### config.mk
export PLATFORM = sky130hd
export DESIGN_NAME = mem_access_arbiter
export DESIGN_NICKNAME = d
export VERILOG_FILES = /design/src/rtl/mem_access_arbiter.sv
export SDC_FILE = /design/constraint.sdc
export NUM_CORES = 1
export LEC_CHECK = 0
export ABC_AREA = 1
export CAP_MARGIN = 0
export CORE_MARGIN = 5
export CORE_UTILIZATION = 45
export CTS_BUF_LIST = sky130_fd_sc_hd__clkbuf_16
export DETAILED_ROUTE_END_ITERATION = 10
export PLACE_DENSITY = 0.81
export REMOVE_ABC_BUFFERS = 1
export SLEW_MARGIN = 20
export SYNTH_ARGS = -nofsm -noshare
export SYNTH_HDL_FRONTEND = slang
export SYNTH_SLANG_ARGS = --single-unit
### constraint.sdc
create_clock -name clk -period 1.9 [get_ports clk]
set_clock_uncertainty 0.1 [all_clocks]
set_input_delay 0.38 -clock clk [delete_from_list [all_inputs] [get_ports clk]]
set_output_delay 0.38 -clock clk [all_outputs]
set_load 0.1 [all_outputs]
### src/rtl/mem_access_arbiter.sv
// Round-robin arbiter/sequencer that serialises two valid/ready requesters onto
// a single-port 16x32 memory and returns per-requester responses with error flag.
module mem_access_arbiter #(
    parameter int ADDR_W = 4,
    parameter int DATA_W = 32,
    parameter int RD_LAT = 1,
    parameter int CNT_W  = 8
) (
    input  logic              clk,
    input  logic              rst,
    input  logic              a_req_valid,
    output logic              a_req_ready,
    input  logic              a_req_wr,
    input  logic [ADDR_W-1:0] a_req_addr,
    input  logic [DATA_W-1:0] a_req_wdata,
    output logic              a_rsp_valid,
    output logic [DATA_W-1:0] a_rsp_data,
    output logic              a_rsp_err,
    input  logic              b_req_valid,
    output logic              b_req_ready,
    input  logic              b_req_wr,
    input  logic [ADDR_W-1:0] b_req_addr,
    input  logic [DATA_W-1:0] b_req_wdata,
    output logic              b_rsp_valid,
    output logic [DATA_W-1:0] b_rsp_data,
    output logic              b_rsp_err,
    output logic              mem_EN,
    output logic              mem_wr_en,
    output logic              mem_rd_en,
    output logic [ADDR_W-1:0] mem_add,
    output logic [DATA_W-1:0] mem_Data_in,
    input  logic              mem_valid_out,
    input  logic [DATA_W-1:0] mem_Data_out,
    output logic              busy,
    output logic [CNT_W-1:0]  wr_cnt,
    output logic [CNT_W-1:0]  rd_cnt,
    output logic [CNT_W-1:0]  err_cnt
);

    typedef enum logic [1:0] {ST_IDLE, ST_CMD, ST_CAPT, ST_RESP} state_t;

    localparam logic [1:0] LAT_LOAD = 2'(RD_LAT - 1);

    state_t              state_r;
    logic                ptr_b_r;
    logic                owner_b_r;
    logic                op_wr_r;
    logic [1:0]          lat_cnt_r;
    logic                mem_en_r;
    logic                mem_wr_en_r;
    logic                mem_rd_en_r;
    logic [ADDR_W-1:0]   mem_add_r;
    logic [DATA_W-1:0]   mem_data_in_r;
    logic                a_rsp_valid_r;
    logic [DATA_W-1:0]   a_rsp_data_r;
    logic                a_rsp_err_r;
    logic                b_rsp_valid_r;
    logic [DATA_W-1:0]   b_rsp_data_r;
    logic                b_rsp_err_r;
    logic [CNT_W-1:0]    wr_cnt_r;
    logic [CNT_W-1:0]    rd_cnt_r;
    logic [CNT_W-1:0]    err_cnt_r;

    logic                grant_a_s;
    logic                grant_b_s;
    logic                sel_wr_s;
    logic [ADDR_W-1:0]   sel_addr_s;
    logic [DATA_W-1:0]   sel_wdata_s;
    logic [DATA_W-1:0]   rd_data_s;

    function automatic logic [CNT_W-1:0] sat_inc(input logic [CNT_W-1:0] v);
        return (v == {CNT_W{1'b1}}) ? v : v + {{(CNT_W-1){1'b0}}, 1'b1};
    endfunction

    // Grant selection: a lone valid port wins, otherwise the pointer port wins.
    always_comb begin
        grant_a_s = 1'b0;
        grant_b_s = 1'b0;
        if (state_r == ST_IDLE) begin
            if (a_req_valid && (!b_req_valid || !ptr_b_r)) begin
                grant_a_s = 1'b1;
            end else if (b_req_valid) begin
                grant_b_s = 1'b1;
            end else begin
                grant_a_s = 1'b0;
                grant_b_s = 1'b0;
            end
        end else begin
            grant_a_s = 1'b0;
            grant_b_s = 1'b0;
        end
    end

    assign sel_wr_s    = grant_b_s ? b_req_wr    : a_req_wr;
    assign sel_addr_s  = grant_b_s ? b_req_addr  : a_req_addr;
    assign sel_wdata_s = grant_b_s ? b_req_wdata : a_req_wdata;
    assign rd_data_s   = mem_valid_out ? mem_Data_out : {DATA_W{1'b0}};

    // Sequencer FSM with registered memory command, responses and statistics.
    always_ff @(posedge clk or negedge rst) begin
        if (!rst) begin
            state_r       <= ST_IDLE;
            ptr_b_r       <= 1'b0;
            owner_b_r     <= 1'b0;
            op_wr_r       <= 1'b0;
            lat_cnt_r     <= 2'd0;
            mem_en_r      <= 1'b0;
            mem_wr_en_r   <= 1'b0;
            mem_rd_en_r   <= 1'b0;
            mem_add_r     <= {ADDR_W{1'b0}};
            mem_data_in_r <= {DATA_W{1'b0}};
            a_rsp_valid_r <= 1'b0;
            a_rsp_data_r  <= {DATA_W{1'b0}};
            a_rsp_err_r   <= 1'b0;
            b_rsp_valid_r <= 1'b0;
            b_rsp_data_r  <= {DATA_W{1'b0}};
            b_rsp_err_r   <= 1'b0;
            wr_cnt_r      <= {CNT_W{1'b0}};
            rd_cnt_r      <= {CNT_W{1'b0}};
            err_cnt_r     <= {CNT_W{1'b0}};
        end else begin
            case (state_r)
                ST_IDLE: begin
                    if (grant_a_s || grant_b_s) begin
                        owner_b_r     <= grant_b_s;
                        op_wr_r       <= sel_wr_s;
                        ptr_b_r       <= ~grant_b_s;
                        mem_add_r     <= sel_addr_s;
                        mem_data_in_r <= sel_wdata_s;
                        // The memory pins are inverted: rd_en strobes a write, wr_en a read.
                        mem_en_r      <= 1'b1;
                        mem_wr_en_r   <= ~sel_wr_s;
                        mem_rd_en_r   <= sel_wr_s;
                        state_r       <= ST_CMD;
                    end
                end
                ST_CMD: begin
                    mem_en_r    <= 1'b0;
                    mem_wr_en_r <= 1'b0;
                    mem_rd_en_r <= 1'b0;
                    if (op_wr_r) begin
                        a_rsp_valid_r <= ~owner_b_r;
                        b_rsp_valid_r <= owner_b_r;
                        a_rsp_data_r  <= {DATA_W{1'b0}};
                        b_rsp_data_r  <= {DATA_W{1'b0}};
                        a_rsp_err_r   <= 1'b0;
                        b_rsp_err_r   <= 1'b0;
                        wr_cnt_r      <= sat_inc(wr_cnt_r);
                        state_r       <= ST_RESP;
                    end else begin
                        lat_cnt_r <= LAT_LOAD;
                        state_r   <= ST_CAPT;
                    end
                end
                ST_CAPT: begin
                    if (lat_cnt_r == 2'd0) begin
                        a_rsp_valid_r <= ~owner_b_r;
                        b_rsp_valid_r <= owner_b_r;
                        a_rsp_data_r  <= owner_b_r ? {DATA_W{1'b0}} : rd_data_s;
                        b_rsp_data_r  <= owner_b_r ? rd_data_s : {DATA_W{1'b0}};
                        a_rsp_err_r   <= ~owner_b_r & ~mem_valid_out;
                        b_rsp_err_r   <= owner_b_r & ~mem_valid_out;
                        rd_cnt_r      <= sat_inc(rd_cnt_r);
                        if (!mem_valid_out) begin
                            err_cnt_r <= sat_inc(err_cnt_r);
                        end
                        state_r       <= ST_RESP;
                    end else begin
                        lat_cnt_r <= lat_cnt_r - 2'd1;
                    end
                end
                ST_RESP: begin
                    a_rsp_valid_r <= 1'b0;
                    b_rsp_valid_r <= 1'b0;
                    a_rsp_data_r  <= {DATA_W{1'b0}};
                    b_rsp_data_r  <= {DATA_W{1'b0}};
                    a_rsp_err_r   <= 1'b0;
                    b_rsp_err_r   <= 1'b0;
                    state_r       <= ST_IDLE;
                end
                default: begin
                    state_r <= ST_IDLE;
                end
            endcase
        end
    end

    assign a_req_ready = grant_a_s;
    assign b_req_ready = grant_b_s;
    assign a_rsp_valid = a_rsp_valid_r;
    assign a_rsp_data  = a_rsp_data_r;
    assign a_rsp_err   = a_rsp_err_r;
    assign b_rsp_valid = b_rsp_valid_r;
    assign b_rsp_data  = b_rsp_data_r;
    assign b_rsp_err   = b_rsp_err_r;
    assign mem_EN      = mem_en_r;
    assign mem_wr_en   = mem_wr_en_r;
    assign mem_rd_en   = mem_rd_en_r;
    assign mem_add     = mem_add_r;
    assign mem_Data_in = mem_data_in_r;
    assign busy        = (state_r != ST_IDLE);
    assign wr_cnt      = wr_cnt_r;
    assign rd_cnt      = rd_cnt_r;
    assign err_cnt     = err_cnt_r;

endmodule

* Yosys cells after proc, flatten, opt, wreduce, memory -nomap -nowiden
Index checks and enable logic that the tools add are counted.
** Storage, ports and cells
- Input port bits :: 111
- Bits in registers :: 138
- Output and inout bits :: 134
- Word-level logic and storage cells :: 102
** Operators by class
- Reductions and logical operators :: 19
- Eq/ne operators :: 11
- Mux-type cells :: 40
- Bitwise logic cells :: 9
- Add/sub/neg operators :: 4
** Operators with widths (number)
- 2-to-1 mux 32 bit :: 7
- one-hot mux 32 bit (3 select lines) :: 2
- adder 8 x 1 -> 8 bit, second input constant :: 3
- == test 8 bit, second input constant :: 3
- 2-to-1 mux 1 bit :: 17
- one-hot mux 1 bit (3 select lines) :: 4
- AND reduction 3 bit :: 4
- 2-to-1 mux 2 bit :: 4
- != test 2 bit, second input constant :: 4
- one-hot mux 2 bit (4 select lines) :: 1
- inverter 1 bit :: 7
- one-hot mux 1 bit (2 select lines) :: 3
- AND reduction 2 bit :: 3
- nonzero test 2 bit :: 3
- == test 2 bit, second input constant :: 2
- logical NOT 2 bit :: 2
- 2-to-1 mux 4 bit :: 1
- one-hot mux 2 bit (2 select lines) :: 1
- AND reduction 4 bit :: 1
- nonzero test 3 bit :: 1
- AND 1 bit :: 2
- == test 2 x 1 -> 1 bit, second input constant :: 1
- logical NOT 1 bit :: 2
- logical OR 1 bit :: 2
- other kinds (3) :: 3

* Logic depth before layout (Yosys ltp)
Gate-level depths: netlist of the first run.
- Word-level depth :: 9
- Gate-level depth with buffers :: 10
- Depth with buffers taken out :: 9

* Least setup slack after synthesis of the first run
OpenSTA, ideal clock, no wires.
- Path type :: reg2reg
- Start :: register wr_cnt_r[0], in the netlist wr_cnt[0]
- End :: register wr_cnt_r[4], in the netlist wr_cnt[4]
- Cell stages (with the launch flop) :: 9
- Setup time :: 0.120 ns
- Arrival time :: 1.997 ns
- Buffers on the path :: 0
- Clock period less this slack :: 2.217 ns
- Slack :: -0.317 ns
- Required time :: 1.680 ns
- Path through :: dfrtp_1 ha_1 nand3_1 nor2_1 nand2_1 nand2_2 inv_1 nand2_1 nand2_1
** On the way
- Word-level cells in the longest chain between the ends :: 3
- Elaborated cells between the ends (all ways) :: 4
- Classes of those cells :: add/sub: 1; eq/ne: 1; bitwise: 1; reduce/logical: 1
** RTL lines
- start: declaration :: line 60 : logic [CNT_W-1:0] wr_cnt_r;
- start signal: assignment :: line 118 : wr_cnt_r <= {CNT_W{1'b0}};
- start signal: assignment :: line 148 : wr_cnt_r <= sat_inc(wr_cnt_r);
- parallel branches: the longest is 3 deep, another holds adder 8 x 1 -> 8 bit
Parallel ways; which one is timed is not known.
A chain may end at the register's enable or synchronous reset.

* Worst setup path in the final report of the first run
- Start :: register state_r[1]
- End :: output port b_req_ready
** On the way
- Word-level cells in the longest chain between the ends :: 2
** RTL lines
- start: declaration :: line 44 : state_t state_r;
- start signal: assignment :: line 102 : state_r <= ST_IDLE;
- start signal: assignment :: line 134 : state_r <= ST_CMD;
- start signal: assignment :: line 149 : state_r <= ST_RESP;
- logical NOT 2 bit :: line 79 : if (state_r == ST_IDLE) begin
- 2-to-1 mux 1 bit :: line 79
- end: declaration :: line 20 : output logic b_req_ready,
Every way passes these cells.

==> results of run 1 <==
[metrics by stage]
step | cells | TNS [ns]
finish | 1283 | -0.114
global route | 1283 | -0.240
CTS | 1275 | -0.139
detailed placement | 1235 | -1.25
global placement | 1235 | -0.00369
floorplan | 782 | -92.07
[state kept, by name (all words and copies together), names as in the netlist]
name / count
ptr_b_r: 1
mem_wr_en: 1
mem_EN: 1
a_rsp_valid: 1
mem_rd_en: 1
lat_cnt_r: 2
mem_Data_in: 32
state_r: 2
b_rsp_valid: 1
a_rsp_err: 1
b_rsp_data: 32
wr_cnt: 8
a_rsp_data: 32
op_wr_r: 1
mem_add: 4
rd_cnt: 8
owner_b_r: 1
err_cnt: 8
b_rsp_err: 1
[what timing repair did]
action | 4_1_cts | 5_1_grt
setup buffers | 7 | 4
hold buffers | 1 | 0
gates resized for setup | 6 | 14
endpoints found under the setup margin | 3 | 69
cloned | 0 | 4
hold endpoints to repair | 33 | 0
pin swaps | 2 | 2
[critical path, cell delays in order, from the launching register on]
cell,delay (ns)
dfrtp_1,0.38
inv_2,0.10
ha_4,0.16
buf_6,0.11
nand3_4,0.08
clkinv_4,0.07
buf_12,0.16
[worst min-delay path by stage]
stage,startpoint,endpoint,cells past startpoint
floorplan,rst,a_rsp_data[0],0
global placement,rst,a_rsp_data[21],1
detailed placement,rst,a_rsp_data[21],1
CTS,rst,b_rsp_data[1],2
global route,rst,b_rsp_data[5],2
finish,rst,a_rsp_data[21],2
[where the power goes]
part	leakage, nW	internal [mW]	switching (mW)	total (mW)
clock network	0.278	1.90	1.27	3.17
logic	3.28	4.79	9.05	13.8
registers	1.82	3.80	1.01	4.81
[metal layers]
| metal | GRT usage [%] | vias up | wire (um) |
|---|---|---|---|
| li1 | - | 3174 | - |
| met1 | 29.2 | 3290 | 8350 |
| met2 | 41.8 | 405 | 11200 |
| met3 | 9.16 | 60 | 2530 |
| met4 | 10.1 | 0 | 782 |
| met5 | 0 | - | 0 |
[logic make-up (layout without fill, tap and decap cells)]
group                      after synthesis  count (layout)  share of synthesized area [%]
buffers and inverters                  185             455                           11.8
and+or+nand+nor                        407             407                           28.1
DFF                                    138             138                           51.3
adders and majority gates                8               8                           1.49
xor gates and xnor gates                 9               9                           1.17
AOI/OAI and AO/OA                       82              82                           6.17
[layout make-up]
cell class	count	share of cell area (%)
timing repair buffer	285	37.0
sequential	138	29.9
multi-input combinational	506	21.7
inverter	138	4.52
clock buffer	17	3.67
tap	184	1.99
clock inverter	15	1.18
[placed cells by master (no fill, tap or decap), types with 9 or more instances in the layout]
cell / count
buf_12: 143
inv_2: 10
o21ai_1: 17
buf_4: 23
clkdlybuf4s50_1: 109
nor2_1: 10
dfrtp_1: 134
o21ai_0: 63
xnor2_1: 9
nand4_1: 73
nand2_1: 225
inv_1: 129
clkbuf_16: 20
nand3_1: 83
==> results_dict.tcl, run 1 <==
set metrics [dict create \
    max_clock_freq_mhz 509 \
    ant_nets 0 \
    cts-root-buf "clkbuf_16" \
    r2r_cells 9 \
    p_total_mw 21.8 \
    synth_area_um2 6730 \
    die_x_um 132 \
    fin_crit_ns 1.96 \
    drv_cap 0 \
    async_reset_ff_share_pct 100 \
    yosys.area.top_type "dfrtp_1" \
    synth_common_cells "225 x nand2_1, 138 x dfrtp_1, 132 x inv_1" \
    synth_ff_type "dfrtp_1" \
    drive_gt1_share_pct 21.4 \
    cp_data_arrival_time_ns 1.48 \
    setup_slack_ns -0.0642 \
    violations "setup timing" \
    wire_per_inst_um 17.8 \
    r2r_setup_slack_ns 0.12 \
    setup_violations 2 \
    drc 0 \
    ios 245 \
    dp_hpwl_um 15500 \
    r2r-end "a_rsp_data[2]" \
    timing.hold.ws_ns 0.329 \
    slew_violations 0 \
    track_usage_pct 25.0 \
    outcome "finished, violations left" \
    place_ws_ns -0.0629 \
    syn_inst 829 \
    period_share_pct 103 \
    dr_total_vias 6929 \
    dieArea_um2 17500 \
    diodes 0 \
    clockBufferDepth 2 \
    crit_path_end "b_req_ready" \
    rows 44 \
    maxSlewHeadroom_pct 76.0 \
    ys_seq_area_share_pct 51.3 \
    final-seq-area_um2 3460 \
    ir_drop_v 0.00130 \
    multi_input_area_um2 2520 \
    area_delta_synth_final_pct 71.9 \
    ys_ff_latch 138 \
    worstHoldPathType "input pin to asynchronous set/reset pin" \
    worstPathRequired_ns 1.42 \
    startpoint "state_r[1]" \
    viasPerCell 5.40 \
    synth-edff-count 0 \
    grt_pass1_vias 7053 \
    antenna_found_initial 0 \
    rsz0062_at_grt "yes" \
    io_buffers 244 \
    gr-total-overflow 0 \
    cts_tree "yes" \
    core_um2 14600 \
    post-synth-top-count-cell "nand2_1" \
    design_area_um2 11600 \
    synthDistinctLibCells 25 \
    r2r_start "state_r[1]" \
    start_util_pct 46.2 \
    numCtsBuffers 17 \
    fillCellCount 834 \
    grt_first_pass_wirelength_um 36000 \
    synthTopCellsByArea "dfrtp_1 51%, nand2_1 13%, inv_1 7.4%" \
    path_class "register to output pin" \
    die_h_um 132 \
    grt_max_degree 69 \
    hold_viol 0 \
    synth.avg_cell_area_um2 8.12 \
    placed_cell_area_um2 10800 \
    clock_sinks 138 \
    path_max_fanout 3 \
    clk_pin_slew_worst_paths_ns 0.06 \
    first_pass_iters 5 \
    yosysWarnings 0 \
    insertion_delay_ns 0.42 \
    drt_iter0_markers 563 \
    post-route-util_pct 79.3 \
    worstSetupEndpointType "output pin" \
    power_density_nw_per_um2 1880 \
    worst_setup_path_start_kind "register" \
    p_leak_nw 5.38 \
    num-nets-final 1205 \
    gp_congestion 0.826 \
    worst_pin_slew_ns 0.360 \
    drt-total-wl_um 22800 \
    netlist.area_leader.share_pct 51.3 \
    cts_max_level 4 \
]
Power figures use the tool's default switching activity.
==> run 2: changes to the inputs <==
--- a/config.mk
+++ b/config.mk
@@ -8,10 +8,10 @@
 export ABC_AREA = 1
 export CAP_MARGIN = 0
 export CORE_MARGIN = 5
-export CORE_UTILIZATION = 45
+export CORE_UTILIZATION = 40
 export CTS_BUF_LIST = sky130_fd_sc_hd__clkbuf_16
 export DETAILED_ROUTE_END_ITERATION = 10
-export PLACE_DENSITY = 0.81
+export PLACE_DENSITY = 0.73
 export REMOVE_ABC_BUFFERS = 1
 export SLEW_MARGIN = 20
 export SYNTH_ARGS = -nofsm -noshare
==> run 2 against run 1 <==
Net effect:
- the run still ends with setup timing left
- worst hold slack improved by 0.047 ns
- final area fell by 0.12%
- global-route usage fell by 3.4 points
- critical path depth did not move
- largest power group unchanged
- highest routed layer unchanged
==> results_dict.tcl, run 2 (synthesis gave the netlist of run 1 again) <==
set metrics [dict create \
    outcome "finished, violations left" \
    violations "setup timing" \
    start_util_pct 40.8 \
    viasPerCell 4.95 \
    drv_cap 0 \
    multi_input_area_um2 2520 \
    grt_first_pass_wirelength_um 34100 \
    worstPathRequired_ns 1.42 \
    cts_max_level 4 \
    power_density_nw_per_um2 1820 \
    gr-total-overflow 0 \
    antenna_found_initial 0 \
    cts_tree "yes" \
    drive_gt1_share_pct 20.5 \
    clk_pin_slew_worst_paths_ns 0.06 \
    maxSlewHeadroom_pct 72.6 \
    cp_data_arrival_time_ns 1.50 \
    area_delta_synth_final_pct 71.7 \
    worst_pin_slew_ns 0.410 \
    power_frac_seq_pct 22.8 \
    grtUsageMet2_pct 36.3 \
    track_usage_pct 21.6 \
    die_h_um 140 \
    worst_setup_path_start_kind "register" \
    max_stage_delay_ns 0.39 \
    intPower_mw 10.1 \
    setup_slack_ns -0.0826 \
    fin_crit_ns 1.98 \
    switching_power_mw 11.0 \
    core_um2 16500 \
    period_share_pct 104 \
    num-nets-final 1208 \
    met3_usage_pct 8.54 \
    final_cell_mix "225 x nand2_1, 147 x buf_12, 136 x dfrtp_1, 132 x inv_1, 109 x clkdlybuf4s50_1" \
    die_x_um 140 \
    drc 0 \
    ant_nets 0 \
    ios 245 \
    use_met1_pct 26.1 \
    fillCellCount 1197 \
    ir_drop_v 0.00134 \
    path_max_fanout 3 \
    io_buffers 244 \
    cts-root-buf "clkbuf_16" \
    swShare_pct 52.2 \
    dp_hpwl_um 15500 \
    dr_total_vias 6543 \
    tns_ns -0.153 \
    first_pass_iters 7 \
    rsz0062_at_grt "yes" \
    numCtsBuffers 17 \
    worstSetupEndpointType "output pin" \
    combinationalPowerShare_pct 64.0 \
    setup_violations 2 \
    drt-total-wl_um 21100 \
    max_clock_freq_mhz 504 \
    slew_violations 0 \
    cp_cell_sequence "inv_2 -> ha_4 -> buf_6 -> nand3_4 -> clkinv_4 -> buf_12" \
    diodes 0 \
    drt_iter0_markers 474 \
    insertion_delay_ns 0.41 \
    critPathSlowestCell "dfrtp_1" \
    dieArea_um2 19500 \
    layout_commonest_cell "nand2_1" \
    wire_per_inst_um 16.0 \
    rows 47 \
    grt_max_degree 45 \
    pwr-share-clk_pct 13.3 \
    hold_viol 0 \
    p_leak_nw 5.37 \
    grt_pass1_vias 6431 \
    path_class "register to output pin" \
    clockBufferDepth 2 \
    p_total_mw 21.1 \
    top_usage_layer "met2" \
    gp_congestion 0.833 \
    clock_sinks 138 \
    worstHoldPathType "input pin to asynchronous set/reset pin" \
    final-seq-area_um2 3460 \
]
[run 2: changes by cell type in the layout (fill, tap and decap cells not counted), moves of 2 or more]
cell	delta
buf_12	+4
buf_4	+5
buf_8	-2
bufinv_16	-2
clkbuf_16	-3
clkinv_1	+4
clkinv_2	-2
dfrtp_1	+2
dfrtp_2	-2
ha_2	-2
inv_1	+3
inv_2	-3
[run 2: per-stage QoR]
step | setup slack (ns) | utilization [%] | hold slack (ns) | std cells | cell area, um2
CTS | -0.0828 | 69.8 | 0.373 | 1320 | 11500
floorplan | -1.15 | - | -0.0156 | 782 | 6460
global route | -0.154 | 70.0 | 0.419 | 1321 | 11600
finish | -0.0826 | 70.0 | 0.375 | 1321 | 11600
global placement | -0.00654 | 66.2 | 0.229 | 1278 | 10900
detailed placement | -0.0209 | 66.2 | 0.229 | 1278 | 10900
[run 2: final cells by class]
class / count / area share [%]
clock inverters: 14 / 0.595
repair buffers: 288 / 37.1
clock buffers: 17 / 3.68
multi-input cells: 506 / 21.8
well taps: 220 / 2.38
inverters: 138 / 4.57
flip-flops and latches: 138 / 29.9
[run 2: path summary, 6_finish.rpt]
kind / from / to / slack, ns / depth (start not counted)
worst max-delay path: state_r[1] / b_req_ready / -0.08 / 6
worst min-delay path: rst / rd_cnt[2] / 0.38 / 2
worst max register to register: state_r[1] / a_rsp_data[13] / 0.12 / 9
worst min register to register: lat_cnt_r[0] / lat_cnt_r[0] / 0.40 / 1
max in group asynchronous: rst / a_rsp_data[21] / 0.74 / 3
min in group clk: lat_cnt_r[0] / lat_cnt_r[0] / 0.40 / 1
[run 2: critical path: cells and delay by family (launching register included)]
| kind | cells | cell delay (ns) |
|---|---|---|
| fa+ha+maj | 1 | 0.17 |
| buf+inv | 4 | 0.44 |
| flops | 1 | 0.39 |
| simple gates | 1 | 0.09 |
[run 2: power groups by stage]
stage	Clock, mW	Combinational, mW	Sequential (mW)
after floorplan	0	2.38	9.96
after global placement	0	13.1	4.81
after detailed placement	0	13.3	4.84
after CTS	2.86	13.5	4.80
after global routing	3.01	14.1	4.90
final	2.79	13.5	4.80
[run 2: per-layer routing]
layer | part of all wire, % | vias up
li1 | - | 3185
met1 | 39 | 3040
met2 | 49 | 295
met3 | 11 | 23
met4 | 1.4 | 0
met5 | 0 | -
[run 2: timing repair]
action,in CTS,in global routing
buffers inserted,10,1
endpoints found under the setup margin,3,17
cloned,0,0
pin swaps,2,2
endpoints found under the hold margin,36,0
resized for setup,7,6
hold buffers,1,0
==> run 3: changes to the inputs <==
--- a/config.mk
+++ b/config.mk
@@ -9,7 +9,8 @@
 export CAP_MARGIN = 0
 export CORE_MARGIN = 5
 export CORE_UTILIZATION = 40
-export CTS_BUF_LIST = sky130_fd_sc_hd__clkbuf_16
+export CTS_BUF_LIST = sky130_fd_sc_hd__clkbuf_4
+export CTS_CLUSTER_SIZE = 24
 export DETAILED_ROUTE_END_ITERATION = 10
 export PLACE_DENSITY = 0.73
 export REMOVE_ABC_BUFFERS = 1
==> run 3 against run 2 <==
Net effect:
- the run still ends with setup timing left
- routed wire length is 0.81% lower
- via count is 0.11% lower
- maximum frequency is 5.5% lower
- total power is 5.9% lower
- sequential share of layout area is 0.73 points higher
- flip-flop and latch count stayed put
- critical path type unchanged
==> results_dict.tcl, run 3 (synthesis gave the netlist of run 1 again) <==
set metrics [dict create \
    grt_max_degree 45 \
    max_clock_freq_mhz 477 \
    worstHoldPathType "input pin to asynchronous set/reset pin" \
    core_um2 16500 \
    grt_pass1_vias 6342 \
    numCtsBuffers 17 \
    ant_nets 0 \
    rows 47 \
    final_cell_mix "225 x nand2_1, 147 x buf_12, 136 x dfrtp_1, 129 x inv_1, 109 x clkdlybuf4s50_1" \
    setup_violations 3 \
    wire_per_inst_um 15.8 \
    finalNonFillerCells 1324 \
    ir_drop_v 0.00134 \
    dieArea_um2 19500 \
    maxSlewHeadroom_pct 72.5 \
    timing.hold.ws_ns 0.262 \
    violations "setup timing" \
    clk_pin_slew_worst_paths_ns 0.11 \
    rsz0062_at_grt "yes" \
    cp_data_arrival_time_ns 1.62 \
    slew_violations 0 \
    dp_hpwl_um 15500 \
    post-route-util_pct 68.3 \
    drc 0 \
    worstSetupEndpointType "output pin" \
    clock_sinks 138 \
    cts-root-buf "clkbuf_4" \
    io_buffers 244 \
    layout_commonest_cell "nand2_1" \
    die_h_um 140 \
    tns_ns -0.445 \
    period_share_pct 110 \
    clockBufferDepth 2 \
    gp_congestion 0.833 \
    r2r_start "state_r[1]" \
    dp_cells 1278 \
    outcome "finished, violations left" \
    setup_slack_ns -0.198 \
    cts_max_level 4 \
    ios 245 \
    start_util_pct 40.8 \
    num-nets-final 1209 \
    drive_gt1_share_pct 20.9 \
    viasPerCell 4.94 \
    startpoint "state_r[1]" \
    first_pass_iters 5 \
    cts_tree "yes" \
    grt_first_pass_wirelength_um 33800 \
    worst_pin_slew_ns 0.413 \
    worst_setup_path_start_kind "register" \
    worstPathRequired_ns 1.42 \
    p_total_mw 19.8 \
    path_max_fanout 3 \
    fin_crit_ns 2.10 \
    hold_viol 0 \
    area_delta_synth_final_pct 67.6 \
    track_usage_pct 21.4 \
    antenna_found_initial 1 \
    power_density_nw_per_um2 1760 \
    path_class "register to output pin" \
    dr_total_vias 6536 \
    insertion_delay_ns 0.51 \
    drt_iter0_markers 448 \
    p_leak_nw 5.24 \
    drv_cap 0 \
    die_x_um 140 \
    drt-total-wl_um 20900 \
    gr-total-overflow 0 \
]
[run 3: changes by cell type in the layout (fill, tap and decap cells not counted)]
cell / previous run / this run
diode_2: 0 / 2
buf_4: 28 / 29
clkbuf_16: 17 / 0
inv_1: 132 / 129
clkbuf_4: 0 / 20
[run 3: final cells by class]
class	instances	area, um2
fillers	1243	5240
repair buffers	289	4300
flip-flops and latches	138	3460
multi-input cells	506	2520
inverters	138	528
well taps	220	275
clock buffers	20	150
clock inverters	11	57.6
diodes	2	5.00
[run 3: where the power goes]
part	internal, mW	total, mW	switching [mW]
registers	3.78	4.78	0.998
logic	4.68	13.5	8.82
clock network	0.526	1.54	1.02
[run 3: what timing repair did]
| item | CTS | global route |
|---|---|---|
| endpoints found under the hold margin | 65 | 0 |
| hold buffers | 1 | 0 |
| buffers inserted | 11 | 1 |
| pin swaps | 2 | 2 |
| endpoints found under the setup margin | 3 | 17 |
| resized for setup | 8 | 5 |
[run 3: routing by layer]
layer / track usage (%) / wire length, um
met5: 0 / 0
met4: 6.22 / 368
met3: 8.23 / 2100
met2: 35.3 / 10100
met1: 26.1 / 8410
[run 3: critical path: stages, from the launching register on]
cell and delay, ns:
dfrtp_1 0.41, inv_2 0.09, ha_4 0.17, buf_6 0.12, nand3_4 0.09, clkinv_4 0.08
buf_12 0.17
[run 3: through the flow]
step | area (um2) | setup slack [ns]
global placement | 10900 | -0.00654
floorplan | 6460 | -1.15
CTS | 11300 | -0.234
detailed placement | 10900 | -0.0209
global route | 11300 | -0.315
finish | 11300 | -0.198
[run 3: final timing paths]
| path | end | slack (ns) | cells after the start |
|---|---|---|---|
| max | b_req_ready | -0.20 | 6 |
| min | rd_cnt[2] | 0.26 | 2 |
| max reg2reg | mem_Data_in[23] | 0.12 | 9 |
| min reg2reg | lat_cnt_r[0] | 0.41 | 1 |
| max in group asynchronous | a_rsp_data[21] | 0.85 | 3 |
| min in group clk | mem_Data_in[1] | 0.31 | 3 |
